$ cat src/rtl/sync_down_timer.sv
// Loadable synchronous down counter with one-shot and periodic (auto-reload) modes.
// The decrement uses a toggle-enable chain rather than a subtractor.
module sync_down_timer #(
    parameter int WIDTH = 8
) (
    input  logic             i_clk,
    input  logic             i_rst,
    input  logic             i_en,
    input  logic             i_load,
    input  logic [WIDTH-1:0] i_load_val,
    input  logic             i_auto_reload,
    output logic [WIDTH-1:0] o_q,
    output logic             o_zero,
    output logic             o_busy,
    output logic             o_tc_pulse
);

    typedef enum logic {
        ST_IDLE = 1'b0,
        ST_RUN  = 1'b1
    } state_t;

    localparam logic [WIDTH-1:0] ZERO = {WIDTH{1'b0}};
    localparam logic [WIDTH-1:0] ONE  = {{(WIDTH-1){1'b0}}, 1'b1};

    // Bit i toggles on a decrement when every lower bit is zero.
    function automatic logic [WIDTH-1:0] f_toggle_mask(input logic [WIDTH-2:0] v);
        logic [WIDTH-1:0] t;
        t[0] = 1'b1;
        for (int i = 1; i < WIDTH; i++) begin
            t[i] = t[i-1] & ~v[i-1];
        end
        return t;
    endfunction

    state_t           r_state;
    logic [WIDTH-1:0] r_q;
    logic [WIDTH-1:0] r_reload;
    logic             r_tc;

    state_t           w_state_nxt;
    logic [WIDTH-1:0] w_q_nxt;
    logic [WIDTH-1:0] w_reload_nxt;
    logic             w_tc_nxt;
    logic [WIDTH-1:0] w_toggle;

    // Next-state logic: load beats terminal, terminal beats a plain decrement.
    always_comb begin
        w_state_nxt  = r_state;
        w_q_nxt      = r_q;
        w_reload_nxt = r_reload;
        w_tc_nxt     = 1'b0;
        w_toggle     = f_toggle_mask(r_q[WIDTH-2:0]);
        if (i_load) begin
            w_q_nxt      = i_load_val;
            w_reload_nxt = i_load_val;
            if (i_load_val != ZERO) begin
                w_state_nxt = ST_RUN;
            end else begin
                w_state_nxt = ST_IDLE;
            end
        end else begin
            case (r_state)
                ST_RUN: begin
                    if (!i_en) begin
                        w_q_nxt = r_q;
                    end else if (r_q == ONE) begin
                        w_tc_nxt = 1'b1;
                        if (i_auto_reload) begin
                            w_q_nxt = r_reload;
                        end else begin
                            w_q_nxt     = ZERO;
                            w_state_nxt = ST_IDLE;
                        end
                    end else if (r_q == ZERO) begin
                        // Unreachable in normal use; never let RUN wrap past zero.
                        w_state_nxt = ST_IDLE;
                    end else begin
                        w_q_nxt = r_q ^ w_toggle;
                    end
                end
                ST_IDLE: begin
                    w_q_nxt = r_q;
                end
                default: begin
                    w_state_nxt = ST_IDLE;
                end
            endcase
        end
    end

    // State and datapath registers with synchronous reset.
    always_ff @(posedge i_clk) begin
        if (i_rst) begin
            r_state  <= ST_IDLE;
            r_q      <= ZERO;
            r_reload <= ZERO;
            r_tc     <= 1'b0;
        end else begin
            r_state  <= w_state_nxt;
            r_q      <= w_q_nxt;
            r_reload <= w_reload_nxt;
            r_tc     <= w_tc_nxt;
        end
    end

    assign o_q        = r_q;
    assign o_zero     = (r_q == ZERO);
    assign o_busy     = (r_state == ST_RUN);
    assign o_tc_pulse = r_tc;

endmodule

$ cat config.mk
export PLATFORM = sky130hd
export DESIGN_NAME = sync_down_timer
export DESIGN_NICKNAME = d
export VERILOG_FILES = /design/src/rtl/sync_down_timer.sv
export SDC_FILE = /design/constraint.sdc
export NUM_CORES = 1
export LEC_CHECK = 0
export ABC_AREA = 1
export BUFFER_PORTS_ARGS = -buffer_cell sky130_fd_sc_hd__buf_2
export CORE_MARGIN = 5
export CORE_UTILIZATION = 57
export CTS_CLUSTER_DIAMETER = 60
export CTS_CLUSTER_SIZE = 25
export DETAILED_ROUTE_END_ITERATION = 12
export PLACE_DENSITY = 0.83
export SYNTH_ARGS = -nofsm -noshare
export SYNTH_HDL_FRONTEND = slang
export SYNTH_SLANG_ARGS = --single-unit
$ cat constraint.sdc
create_clock -name i_clk -period 4.5 [get_ports i_clk]
set_input_delay 0.9 -clock i_clk [delete_from_list [all_inputs] [get_ports i_clk]]
set_output_delay 0.9 -clock i_clk [all_outputs]
set_load 0.005 [all_outputs]
==> results.yml <==
outcome:
  run_status: "completed"
global_route:
  grt_overflow: 0
  grt_usage_pct: 19.2
  grt_pass1_vias: 983
  grt_pass1_wl_mm: 4.13
  grt_max_degree: 26
  antenna_found_initial: 0
critical_path:
  crit_start: "o_q[0]$_SDFFE_PP0P_"
  path_delay_family: "adder cells"
  start_kind: "flop"
  cp_max_fo: 4
  cpPeakStageDelay_ns: 0.39
  r2r_start: "o_q[0]$_SDFFE_PP0P_"
  required_ns: 4.70
  end_kind: "flop"
  crit_arrival_ns: 2.40
  timing.critical_path.buf_inv: 1
  crit_chain: "inv_1 -> ha_1 -> ha_1 -> ha_1 -> ha_1 -> ha_1 -> ha_1 -> xnor2_1 -> o21ai_0 -> nand3_1 -> nand2_1 -> nor2_1 -> nor2_1"
  crit_slowest_cell: "dfxtp_1"
  cp_common_cell: "ha_1"
  worstSetupPathType: "flop to flop"
timing:
  max_freq_mhz: 455
  fin_skew_ns: 0.00899
  final-max-slew-violation-count: 0
  period_minus_slack_ns: 2.20
  finalSetupTns_ns: 0
  final-setup-viol-count: 0
  finalHoldViolCount: 0
  period_share_pct: 48.9
  worst_slew_pin_slew_ns: 0.387
  slew_headroom_pct: 74.2
  rsz0062_at_grt: "false"
floorplanning:
  dieHeight_um: 54.1
  die_x_um: 54.1
  coreArea_sq_um: 1900
  dieArea_sq_um: 2920
  initial_utilization_pct: 58.2
  num_rows: 16
  pin_count: 24
cts:
  cts_buffers: 3
  cts_tree: "yes"
  clk_pin_slew_ns: 0.11
  cts_buffer_depth: 2
  cts.repair.resized: 0
  htreeDepth: 1
  cts_setup_buffers: 0
  root_buffer: "clkbuf_4"
  clock-sinks: 18
  clk_latency_ns: 0.30
  postCtsHoldBufs: 0
detailed_routing:
  drt_iter0_drc: 35
  drt_first_pass_iters: 4
  vias: 1116
  wl_mm: 2.41
  post_drt_wl_per_cell_um: 11.2
  drc: 0
  detail-route-antenna-nets: 0
  viasPerCell: 5.19
power_and_ir_drop:
  p_leak_uw: 0.000586
  peakVddDrop_uv: 203
  p_per_area_nw_per_um2: 321
synthesis:
  synth.ff_latch_count: 18
  yosysUniqueCellTypes: 20
  synth-seq-area-share_pct: 32.6
  yosys-top-cells-area: "dfxtp_1 (33%), nand2_1 (15%), nand3_1 (12%), ha_1 (7.9%), nor2_1 (6.4%)"
  synthFlopType: "dfxtp_1"
  syn_avg_cell_area_sq_um: 6.62
  yosysWarnings: 0
  synth-edff-count: 0
  yosys.area.top_type_share_pct: 32.6
  yosysTopAreaCell: "dfxtp_1"
  syn_nets: 187
  synth.most_common_cell: "nand2_1"
  synthArstFlopShare_pct: 0
  syn_inst: 167
  synth_common_cells: "nand2_1 (44), nand3_1 (27), nor2_1 (19)"
  netlist_area_sq_um: 1110
cells_and_area:
  syn_to_final_growth_pct: 13.7
  nNetsFinal: 209
  drive_above_1_share_pct: 20.2
  num_antenna_cells: 0
  stdcell_count: 215
placed_design:
  place.gp.congestion: 0.849
  place_inst: 211
  hpwl_mm: 1.92
  portBuffers: 23
hold_path:
  hp-class: "flop to flop"
  hold_start: "r_reload[6]$_SDFFE_PP0P_"
job:
  cap_violations: 0
## cell usage in the layout, fill, tap and decap left out, types with 4 or more instances in the layout
cell type / count
inv_1: 10
dfxtp_1: 18
nand2_2: 4
o21ai_0: 9
a21oi_1: 10
ha_1: 7
nand3_1: 27
buf_2: 23
nor2_1: 19
nand2_1: 44
## sequential cells by signal, indices dropped and copies added (netlist names)
signal      count
r_reload        8
o_busy          1
o_q             8
o_tc_pulse      1
## report_power, final
group / internal (uW) / switching (uW) / total (uW) / leakage (uW)
clock: 49.4 / 51.0 / 100 / 0.0000210
combinational: 46.6 / 76.9 / 124 / 0.000416
sequential: 171 / 8.26 / 180 / 0.000149
## cell families after synthesis
logic type	share of synthesized area, %
AOI/OAI and AO/OA	10.1
xor gates and xnor gates	0.792
adders and majority gates	7.92
buffers and inverters	7.47
DFF	32.6
and+or+nand+nor	41.2
## per-layer routing
| metal | global-route usage [%] | share of wire, % | up-vias |
|---|---|---|---|
| met5 | 0 | 0 | - |
| met4 | 10.4 | 2.1 | 0 |
| met3 | 3.05 | 7.3 | 5 |
| met2 | 31.5 | 46 | 38 |
| met1 | 24.0 | 45 | 488 |
| li1 | - | - | 585 |
## worst min-delay path, stage by stage, from the launching register on
cell     delay [ns]
dfxtp_1        0.32
nand2_1        0.06
a21oi_1        0.05
## final timing paths
check,depth (start not counted),to,slack (ns)
worst min-delay path,2,r_reload[6]$_SDFFE_PP0P_,0.47
worst max register to register,13,o_q[7]$_SDFFE_PP0P_,2.30
worst min register to register,2,r_reload[6]$_SDFFE_PP0P_,0.47
worst max-delay path,13,o_q[7]$_SDFFE_PP0P_,2.30
## final cells by class
class / instances / area [sq um]
Inverter: 13 / 48.8
Clock buffer: 4 / 36.3
Tap cell: 27 / 33.8
Multi-Input combinational cell: 130 / 663
Timing Repair Buffer: 23 / 115
Fill cell: 175 / 644
Sequential cell: 18 / 360
## stage by stage
stage	hold WS, ns	util, %	worst slack (ns)	area [sq um]	total power (uW)
after floorplan	0.440	-	2.47	1110	276
after global placement	0.448	64.2	2.44	1220	302
after detailed placement	0.456	64.2	2.33	1220	307
after CTS	0.472	66.1	2.31	1260	408
after global routing	0.485	66.1	2.18	1260	434
final	0.468	66.1	2.30	1260	404
Note: power is estimated with default switching activity, not from simulation.
